===== src/rtl/input_port_ctrl.sv =====
// rtl/input_port_ctrl.sv - mesh router input port: flit FIFO, XY route, allocator request/grant, crossbar launch
module input_port_ctrl #(
  parameter int FLIT_W  = 32,
  parameter int COORD_W = 3,
  parameter int DEPTH   = 4,
  parameter int MY_X    = 0,
  parameter int MY_Y    = 0
) (
  input  logic              clk,
  input  logic              rst,
  input  logic              in_valid,
  input  logic [FLIT_W-1:0] in_data,
  output logic              in_ready,
  output logic [2:0]        targ,
  input  logic [2:0]        grant,
  output logic              pop,
  output logic              out_valid,
  output logic [FLIT_W-1:0] out_data,
  output logic [2:0]        out_dir
);

  localparam int PTR_W = $clog2(DEPTH);
  localparam int CNT_W = PTR_W + 1;

  localparam logic [2:0] DIR_NONE  = 3'd0;
  localparam logic [2:0] DIR_LOCAL = 3'd1;
  localparam logic [2:0] DIR_EAST  = 3'd2;
  localparam logic [2:0] DIR_WEST  = 3'd3;
  localparam logic [2:0] DIR_NORTH = 3'd4;
  localparam logic [2:0] DIR_SOUTH = 3'd5;

  localparam logic [COORD_W-1:0] MY_XC = COORD_W'(MY_X);
  localparam logic [COORD_W-1:0] MY_YC = COORD_W'(MY_Y);

  typedef enum logic [1:0] {IDLE, REQ, HOLD} state_t;

  state_t state, state_nxt;

  logic [FLIT_W-1:0]  mem [DEPTH];
  logic [PTR_W-1:0]   wr_ptr, rd_ptr;
  logic [CNT_W-1:0]   count;
  logic               push;
  logic [FLIT_W-1:0]  head;
  logic [COORD_W-1:0] dest_x, dest_y;
  logic [2:0]         route;

  assign in_ready = (count != CNT_W'(DEPTH));
  assign push     = in_valid && in_ready;
  assign head     = mem[rd_ptr];
  assign dest_x   = head[FLIT_W-1 -: COORD_W];
  assign dest_y   = head[FLIT_W-1-COORD_W -: COORD_W];

  always_comb begin
    route = DIR_LOCAL;
    if (dest_x > MY_XC)      route = DIR_EAST;
    else if (dest_x < MY_XC) route = DIR_WEST;
    else if (dest_y > MY_YC) route = DIR_NORTH;
    else if (dest_y < MY_YC) route = DIR_SOUTH;
  end

  // Storage has no reset: emptiness is tracked entirely by count and the pointers.
  always_ff @(posedge clk) begin
    if (push) mem[wr_ptr] <= in_data;
  end

  always_ff @(posedge clk or negedge rst) begin
    if (!rst) begin
      wr_ptr <= '0;
      rd_ptr <= '0;
      count  <= '0;
    end else begin
      if (push) wr_ptr <= wr_ptr + PTR_W'(1);
      if (pop)  rd_ptr <= rd_ptr + PTR_W'(1);
      case ({push, pop})
        2'b10:   count <= count + CNT_W'(1);
        2'b01:   count <= count - CNT_W'(1);
        default: count <= count;
      endcase
    end
  end

  always_ff @(posedge clk or negedge rst) begin
    if (!rst) state <= IDLE;
    else      state <= state_nxt;
  end

  // HOLD masks the grant that the allocator registered against the head just popped.
  always_comb begin
    state_nxt = state;
    targ      = DIR_NONE;
    pop       = 1'b0;
    case (state)
      IDLE: begin
        if (count != '0) state_nxt = REQ;
      end
      REQ: begin
        targ = route;
        if ((grant == route) && (grant != DIR_NONE)) begin
          pop       = 1'b1;
          state_nxt = HOLD;
        end
      end
      HOLD: begin
        state_nxt = (count != '0) ? REQ : IDLE;
      end
      default: state_nxt = IDLE;
    endcase
  end

  always_ff @(posedge clk or negedge rst) begin
    if (!rst) begin
      out_valid <= 1'b0;
      out_data  <= '0;
      out_dir   <= DIR_NONE;
    end else begin
      out_valid <= pop;
      if (pop) begin
        out_data <= head;
        out_dir  <= targ;
      end
    end
  end

endmodule


===== config.mk =====
export PLATFORM = sky130hd
export DESIGN_NAME = input_port_ctrl
export DESIGN_NICKNAME = d
export VERILOG_FILES = /design/src/rtl/input_port_ctrl.sv
export SDC_FILE = /design/constraint.sdc
export NUM_CORES = 1
export LEC_CHECK = 0
export ABC_AREA = 1
export CAP_MARGIN = 25
export CELL_PAD_IN_SITES_DETAIL_PLACEMENT = 1
export CELL_PAD_IN_SITES_GLOBAL_PLACEMENT = 1
export CORE_ASPECT_RATIO = 0.9
export CORE_UTILIZATION = 45
export CTS_CLUSTER_DIAMETER = 120
export DETAILED_ROUTE_END_ITERATION = 8
export PLACE_DENSITY = 0.9
export SYNTH_ARGS = -nofsm -noshare
export SYNTH_HDL_FRONTEND = slang
export SYNTH_SLANG_ARGS = --single-unit
export TNS_END_PERCENT = 10

===== constraint.sdc =====
create_clock -name clk -period 3.3 [get_ports clk]
set_input_delay 0.33 -clock clk [delete_from_list [all_inputs] [get_ports clk]]
set_output_delay 0.33 -clock clk [all_outputs]
set_load 0.01 [all_outputs]

==> results of run 1 <==
## final cells by class
| type | count | area (um^2) |
|---|---|---|
| flip-flops and latches | 173 | 4970 |
| clock inverters | 15 | 165 |
| repair buffers | 92 | 883 |
| clock buffers | 17 | 425 |
| well taps | 198 | 248 |
| fillers | 1521 | 6380 |
| multi-input cells | 333 | 1650 |
| inverters | 25 | 93.8 |
## logic make-up (layout without fill, tap and decap cells)
family	after synthesis	after routing
simple gates	239	239
flops	173	173
compound gates	84	84
buf+inv	62	149
fa+ha+maj	6	6
xor+xnor	4	4
## worst max path at each step
stage | slack, ns | cells after the start | end
CTS | 0.28 | 11 | pop
finish | 0.28 | 11 | pop
floorplan | 0.52 | 19 | count[2]
detailed placement | 0.47 | 16 | count[2]
global route | 0.05 | 16 | count[2]
global placement | 0.71 | 16 | count[2]
## flip-flops by register name (all words and copies together), names as in the netlist
signal / flops
mem: 128
out_data: 32
count: 3
out_dir: 3
rd_ptr: 2
state: 2
wr_ptr: 2
out_valid: 1
## synth_stat cells
cell      number  area share, %
nand3_1       16            1.2
o22ai_1       26            2.4
nor2_4         1           0.16
nor2_2         2           0.18
nor3_1         3           0.22
buf_2          9           0.66
nand4_1       37            3.4
inv_1         20            1.1
buf_6          2           0.33
o21ai_0       55            4.0
ha_1           5           0.91
xnor2_1        2           0.26
inv_2          5           0.27
buf_4          6           0.66
nand3_2        2           0.29
clkbuf_1      20            1.1
nand2_1      115            6.3
a21oi_1        3           0.22
edfxtp_1     128             56
nor2_1        63            3.4
dfrtp_1       45             16
fa_1           1           0.29
xor2_1         2           0.26
## worst reg2reg max path: stages (launching register included)
cell and delay (ns):
dfrtp_2 0.50, inv_2 0.16, nand2_1 0.09, nand3_1 0.07
nand2_1 0.14, nand3_2 0.17, nor2_1 0.19, nor2_1 0.09
nor2_4 0.11, nand3_2 0.10, inv_2 0.10, ha_1 0.15
inv_1 0.08, fa_1 0.39, a21oi_1 0.18, o21ai_0 0.13
xnor2_1 0.15
## per-stage QoR
stage	instance area [um^2]	utilization, %	power [mW]	setup slack [ns]	hold WS [ns]
detailed placement	7840	52.9	5.88	0.473	0.423
finish	8440	56.9	7.93	0.283	0.475
floorplan	6860	-	4.69	0.521	0.0344
CTS	8440	56.9	7.96	0.275	0.478
global route	8440	56.9	8.30	0.0545	0.490
global placement	7840	52.9	5.61	0.713	0.394
## per-layer routing
layer,part of all wire (%),wire length (um)
met5,0,0
met4,3.5,671
met3,5.0,948
met2,54,10200
met1,38,7210
## layout by cell type, fill, tap and decap left out, types with 16 or more instances in the layout
cell / n
nand4_1: 37
inv_1: 20
clkdlybuf4s50_1: 77
nand3_1: 16
dfrtp_1: 44
nand2_1: 115
o22ai_1: 26
edfxtp_1: 128
o21ai_0: 55
nor2_1: 58
clkbuf_16: 17
## power breakdown
part / switching, mW / internal (mW) / total (mW) / leakage (nW)
Combinational: 1.76 / 0.925 / 2.68 / 1.23
Sequential: 0.290 / 2.94 / 3.23 / 1.74
Clock: 0.834 / 1.19 / 2.02 / 0.293
Total: 2.88 / 5.05 / 7.93 / 3.26
==> results.md, run 1 <==
* Chip Width at 132 um
* Worst-Skew Late Latency at 0.43 ns
* Required @ worst endpoint at 2.97 ns
* WS Path Type: register to primary output
* CP delay by family, top: simple AND/OR/NAND/NOR gates
* Met2 GRT Util at 46.8%
* Synth Area in Compound Gates at 6.60%
* Root buf cell: clkbuf_16
* Post-synthesis sequential area ratio at 72.4%
* DP Cell Count at 820
* RD Place Congestion at 0.829
* Starting density of the core at 46.3%
* Post-cts sizing count at 0
* CTS H-tree depth at 4
* Arr. time, crit path at 2.69 ns
* First-pass GRT wire length at 29800 um
* Power Density at 940 nW/um^2
* Ant. Diodes at 0
* Syn Inst Count at 568
* Grt total ovfl at 0
* Worst Setup SP: rd_ptr[0]
* HP Start: out_data[5]
* Count of buffers from port buffering at 78
* Post-Synth XOR/XNOR Area at 0.511%
* HPWL Detailed at 11600 um
* CP peak stage delay at 0.53 ns
* Fin crit share at 91.4%
* Synth Register Bits at 173
* Final Max Slew Viols at 0
* TritonCTS clock tree: yes
* Post-route ant nets at 0
* Routed wire length at 19000 um
* Critical path's slowest cell: clkdlybuf4s50_1
* Clock period minus worst slack at 3.02 ns
* Vias/cell at 5.72
* Critical path fanouts, max at 14
* Share of cells above drive strength 1 at 9.16%
* Final TNS setup at 0 ns
* Final setup fails at 0
* Area Growth Syn to Fin at 23.0%
* M1 GR Usage at 29.3%
* Critical path cell sequence: inv_2 > nand2_1 > nand3_1 > nand2_1 > nand3_2 > nor2_1 > nor2_1 > nor2_4 > nand3_2 > inv_2 > clkdlybuf4s50_1
* Final Hold Viols at 0
* Average wire per standard cell at 22.3 um
* R2R Path Start: rd_ptr[0]
* Initial antenna violation count at 0
* Core ar. at 14800 um^2
* Max clock buf depth at 2
* Worst-margin pin slew at 0.725 ns
* Leakage at 3.26 nW
* Final setup skew at 0.00773 ns
* Fin cells at 853
* Library cells used by synthesis at 23
* Post-CTS Setup Bufs at 0
* Synthesized cell area at 6860 um^2
* Clock sink count at 173
* Via count at 4875
* Grt peak-use layer: met2
* Crit. End Element: primary output
* Fmax achieved at 0.331 GHz
* Largest net degree at the start of global routing at 55
* Cell Rows at 42
* Status: finished, final reports clean
* Max IR drop VDD at 0.663 mV
* Drt pass-1 iters at 5
* Worst r2r path cells at 16
* Simple-Gate Fraction of Synth Area at 15.1%
* YS warnings at 0
* Worst r2r dst: count[2]
* Worst min-delay path category: register to register
* Buf+Inv Stages, Crit Path at 3
* # IOs at 79
* RSZ-0062 raised after global routing: false
* GRT Resource Usage Total at 26.0%
* Hold Path Sink: out_data[5]
* Total CTS buffers at 17
* Met3 Track Usage GR at 5.36%
* Die H at 119 um
* DRT iter0 DRCs at 340
* Avg Cell Area, Syn at 12.1 um^2
* Max-cap check violation count at 0
* Syn Nets at 612
* Number of global-route vias before repair at 5206
* Main combinational cell family by area after synthesis: simple AND/OR/NAND/NOR gates
* Adder-cell share of the synthesized area at 1.20%
* Startpoint Class: register
* FF-to-FF setup slack at 0.38 ns
* Post-synthesis mux area share at 0%
* DRC viols at 0
* Hold-critical path depth at 2
* Relative max-transition margin at 51.7%
* Die ar. at 15700 um^2
* Nets at 686
* CTS Hold Bufs at 1
* Clock slew seen by the registers of the worst setup and hold paths at 0.06 ns
Power figures use the tool's default switching activity.
==> inputs of run 2 (changes only) <==
--- a/config.mk
+++ b/config.mk
@@ -10,10 +10,11 @@
 export CELL_PAD_IN_SITES_DETAIL_PLACEMENT = 1
 export CELL_PAD_IN_SITES_GLOBAL_PLACEMENT = 1
 export CORE_ASPECT_RATIO = 0.9
-export CORE_UTILIZATION = 45
+export CORE_UTILIZATION = 47
+export CTS_BUF_LIST = sky130_fd_sc_hd__clkbuf_4 sky130_fd_sc_hd__clkbuf_8
 export CTS_CLUSTER_DIAMETER = 120
 export DETAILED_ROUTE_END_ITERATION = 8
-export PLACE_DENSITY = 0.9
+export PLACE_DENSITY = 0.93
 export SYNTH_ARGS = -nofsm -noshare
 export SYNTH_HDL_FRONTEND = slang
 export SYNTH_SLANG_ARGS = --single-unit
==> results.md, run 2 (same netlist as run 1, synthesis figures left out) <==
* Status: finished, final reports clean
* Worst r2r path cells at 16
* Max FFs per register at 128
* Worst min-delay path category: primary input to asynchronous set/reset pin
* Post-CTS Setup Bufs at 0
* Worst slack at placement at 0.428 ns
* TritonCTS clock tree: yes
* Critical path cell sequence: inv_2 > nand2_1 > nand3_1 > nand2_1 > nand3_2 > nor2_2 > nor2_1 > nor2_4 > nand3_2 > inv_2 > clkdlybuf4s50_1
* DRC viols at 0
* Clock period minus worst slack at 3.10 ns
* Fmax achieved at 0.323 GHz
* Count of buffers from port buffering at 78
* CTS Hold Bufs at 1
* WS Path Type: register to primary output
* Critical path fanouts, max at 14
* Post-route ant nets at 0
* First-pass GRT wire length at 28400 um
* Area Growth Syn to Fin at 21.3%
* Starting density of the core at 48.5%
* DRT iter0 DRCs at 346
* Final setup fails at 0
* Leading cell types in the layout, fill and taps excluded: 128 x edfxtp_1, 115 x nand2_1, 77 x clkdlybuf4s50_1
* Routed wire length at 18600 um
* Setup WS post-layout at 0.200 ns
* Post-cts sizing count at 0
* Root buf cell: clkbuf_8
* RSZ-0062 raised after global routing: false
* Via count at 4832
* Vias/cell at 5.69
* GRT Resource Usage Total at 26.1%
* Total CTS buffers at 17
* Startpoint Class: register
* Worst-Skew Late Latency at 0.46 ns
* Final Hold Viols at 0
* Nets at 687
* Max IR drop VDD at 0.618 mV
* Ant. Diodes at 0
* RD Place Congestion at 0.820
* CP peak stage delay at 0.55 ns
* Arr. time, crit path at 2.77 ns
* Clock slew seen by the registers of the worst setup and hold paths at 0.09 ns
* Chip Width at 129 um
* Crit. End Element: primary output
* Required @ worst endpoint at 2.97 ns
* Power Density at 903 nW/um^2
* Final setup skew at 0.0139 ns
* CTS H-tree depth at 4
* Max clock buf depth at 2
* Core ar. at 14200 um^2
* Most common cell after layout, fill and taps aside: edfxtp_1
* Average wire per standard cell at 21.9 um
* R2R Path Start: rd_ptr[0]
* Final TNS setup at 0 ns
* Die H at 117 um
* Relative max-transition margin at 53.9%
* Regs by FF count: mem (128), out_data (32)
* Clock sink count at 173
* Max-cap check violation count at 0
* Fin crit share at 93.9%
* Largest net degree at the start of global routing at 55
* Cell Rows at 41
* Grt total ovfl at 0
* Critical path's slowest cell: clkdlybuf4s50_1
* Initial antenna violation count at 0
* Share of cells above drive strength 1 at 9.30%
* Die ar. at 15100 um^2
* FF-to-FF setup slack at 0.29 ns
* Leakage at 3.21 nW
* # IOs at 79
* Number of global-route vias before repair at 5222
* Drt pass-1 iters at 5
* HPWL Detailed at 11400 um
* Worst Setup SP: rd_ptr[0]
* Worst-margin pin slew at 0.691 ns
* Largest reg by FF count: mem
* Final Max Slew Viols at 0
==> run 2: changes by cell type in the layout (fill, tap and decap cells not counted), sizes merged <==
cell      change
buf           +1
bufinv        +1
clkbuf        +2
clkinv        -1
clkinvlp      -1
inv           -1
==> run 2: per-stage QoR <==
step / power (mW) / hold slack, ns / area, um^2 / util [%] / instances
final: 7.51 / 0.442 / 8320 / 58.8 / 849
after global routing: 7.87 / 0.464 / 8320 / 58.8 / 849
after floorplan: 4.69 / 0.0344 / 6860 / - / 568
after detailed placement: 5.86 / 0.384 / 7870 / 55.6 / 816
after global placement: 5.60 / 0.455 / 7840 / 55.4 / 815
after CTS: 7.53 / 0.434 / 8320 / 58.8 / 849
==> run 2: report_power, final <==
| part | internal, mW | total [mW] | switching [mW] |
|---|---|---|---|
| sequential | 2.93 | 3.21 | 0.279 |
| clock | 0.858 | 1.64 | 0.785 |
| combinational | 0.937 | 2.66 | 1.73 |
| total | 4.73 | 7.51 | 2.79 |
==> run 2: cell type report <==
cell class              instances  area (um^2)
clock buffers                  19          255
clock inverters                13          185
fillers                      1447         5840
inverters                      25         93.8
multi-input cells             333         1650
flip-flops and latches        173         4970
well taps                     193          241
repair buffers                 93          923
==> run 2: per-layer routing <==
metal | up-vias | track usage, % | share of wire (%)
li1 | 2153 | - | -
met1 | 2449 | 31.1 | 40
met2 | 191 | 46.1 | 52
met3 | 39 | 5.82 | 5.5
met4 | 0 | 10.6 | 2.1
met5 | - | 0 | 0
==> run 2: worst max-delay path, delay by kind of cell (launching register included) <==
kind                   cells  cell delay [ns]
buffers and inverters      3             0.81
flip-flops                 1             0.52
AND/OR/NAND/NOR            8             0.98
==> run 2: path summary, 6_finish.rpt <==
path,to
setup / recovery,pop
hold / removal,out_data[28]
setup reg to reg,count[2]
hold reg to reg,out_dir[0]
max in group asynchronous,out_data[11]
min in group clk,out_dir[0]
==> inputs of run 3 (changes only) <==
--- a/config.mk
+++ b/config.mk
@@ -10,11 +10,11 @@
 export CELL_PAD_IN_SITES_DETAIL_PLACEMENT = 1
 export CELL_PAD_IN_SITES_GLOBAL_PLACEMENT = 1
 export CORE_ASPECT_RATIO = 0.9
-export CORE_UTILIZATION = 47
+export CORE_UTILIZATION = 44
 export CTS_BUF_LIST = sky130_fd_sc_hd__clkbuf_4 sky130_fd_sc_hd__clkbuf_8
 export CTS_CLUSTER_DIAMETER = 120
 export DETAILED_ROUTE_END_ITERATION = 8
-export PLACE_DENSITY = 0.93
+export PLACE_DENSITY = 0.89
 export SYNTH_ARGS = -nofsm -noshare
 export SYNTH_HDL_FRONTEND = slang
 export SYNTH_SLANG_ARGS = --single-unit
==> results.md, run 3 (same netlist as run 1, synthesis figures left out) <==
* Die ar. at 16100 um^2
* Clock power frac at 23.1%
* Starting density of the core at 45.8%
* Average wire per standard cell at 21.6 um
* Fin cells at 856
* Worst min-delay path category: primary input to asynchronous set/reset pin
* Worst-Skew Late Latency at 0.46 ns
* Drt pass-1 iters at 5
* Arr. time, crit path at 2.78 ns
* DP Cell Count at 821
* Max FFs per register at 128
* Core ar. at 15000 um^2
* Required @ worst endpoint at 2.97 ns
* Total power at 7.68 mW
* Fmax achieved at 0.322 GHz
* Die H at 120 um
* Relative max-transition margin at 59.1%
* GRT Resource Usage Total at 24.6%
* Final TNS setup at 0 ns
* Internal at 4.93 mW
* Crit. End Element: primary output
* Final Max Slew Viols at 0
* Design Area, Final at 8410 um^2
* HPWL Detailed at 11600 um
* Psw at 2.75 mW
* Initial antenna violation count at 0
* CTS H-tree depth at 4
* Routed wire length at 18500 um
* TritonCTS clock tree: yes
* Leakage at 3.24 nW
* DRC viols at 0
* Root buf cell: clkbuf_8
* Ant. Diodes at 0
* Leading cell types in the layout, fill and taps excluded: 128 x edfxtp_1, 115 x nand2_1, 77 x clkdlybuf4s50_1
* Worst-margin pin slew at 0.612 ns
* Total CTS buffers at 17
* Share of cells above drive strength 1 at 9.88%
* RD Place Congestion at 0.795
* Most common cell after layout, fill and taps aside: edfxtp_1
* Fin crit share at 94.1%
* FILL cells at 1523
* Flop pwr share at 41.4%
* Post-route ant nets at 0
* Via count at 4846
* Hold_ws at 0.348 ns
* Final Hold Viols at 0
* Area Growth Syn to Fin at 22.6%
* Max-cap check violation count at 0
* DRT iter0 DRCs at 298
* # IOs at 79
* Post-Place Cell Area at 7900 um^2
* Largest reg by FF count: mem
* Count of buffers from port buffering at 78
* Largest net degree at the start of global routing at 54
* Cell Rows at 42
* Logic pwr share at 35.4%
* Final setup fails at 0
* Core Util, Final at 56.1%
* Number of global-route vias before repair at 5223
* Power Density at 914 nW/um^2
* Critical path fanouts, max at 15
* Final setup skew at 0.0109 ns
* Max IR drop VDD at 0.465 mV
* Switching share of power at 35.8%
* Startpoint Class: register
* Regs by FF count: mem (128), out_data (32)
* Vias/cell at 5.66
* Max clock buf depth at 2
* Clock slew seen by the registers of the worst setup and hold paths at 0.08 ns
* Worst slack at placement at 0.290 ns
* Chip Width at 134 um
* WS Path Type: register to primary output
* Setup WS post-layout at 0.193 ns
* Clock period minus worst slack at 3.11 ns
* Clock sink count at 173
* Status: finished, final reports clean
* Grt total ovfl at 0
* First-pass GRT wire length at 28800 um
* Nets at 689
==> run 3: cell types whose count changed in the layout (fill, tap and decap cells not counted), sizes merged <==
cell	delta
buf	+2
bufinv	+2
clkinv	-2
clkbuf	+2
clkinvlp	+1
inv	-3
==> run 3: final cells by class <==
type	count	area [um^2]	area share, %
Sequential cell	173	4970	59.1
Inverter	25	95.1	1.13
Clock inverter	11	211	2.51
Timing Repair Buffer	95	956	11.4
Tap cell	198	248	2.95
Clock buffer	21	277	3.29
Multi-Input combinational cell	333	1650	19.6
==> run 3: worst paths after layout <==
| kind | start | endpoint | slack, ns | cells after the start |
|---|---|---|---|---|
| setup / recovery | rd_ptr[1] | pop | 0.19 | 11 |
| hold / removal | rst | out_data[26] | 0.35 | 2 |
| setup reg to reg | rd_ptr[1] | count[2] | 0.33 | 16 |
| hold reg to reg | out_data[26] | out_data[26] | 0.47 | 2 |
| max in group asynchronous | rst | out_data[8] | 2.42 | 3 |
| min in group clk | out_data[26] | out_data[26] | 0.47 | 2 |
==> run 3: layer usage <==
layer / track usage, % / part of all wire, % / vias up
met2: 44.4 / 54 / 167
met4: 9.59 / 1.7 / 0
li1: - / - / 2163
met1: 28.9 / 40 / 2483
met3: 4.70 / 4.8 / 33
met5: 0 / 0 / -
==> run 3: timing repair <==
item / in CTS / in global routing
buffers inserted: 0 / 2
setup endpoints to repair: 0 / 2
endpoints found under the hold margin: 14 / 0
hold buffers: 1 / 0
resized for setup: 0 / 1
==> run 3: power by group through the flow <==
stage	registers, mW	logic (mW)	clock network, mW
after global placement	3.19	2.45	0
after detailed placement	3.24	2.65	0
after floorplan	3.24	1.45	0
after global routing	3.23	2.96	1.89
final	3.18	2.72	1.78
after CTS	3.20	2.69	1.80
==> run 3: critical path, stage by stage (launching register included) <==
cell and delay [ns]:
dfrtp_1 0.50, clkinv_2 0.28, nand3_1 0.17, nand2_1 0.13
nand2_1 0.11, nor2_1 0.08, nor2_2 0.11, nor2_1 0.08
nor2_4 0.12, nand3_2 0.09, inv_2 0.10, clkdlybuf4s50_1 0.56
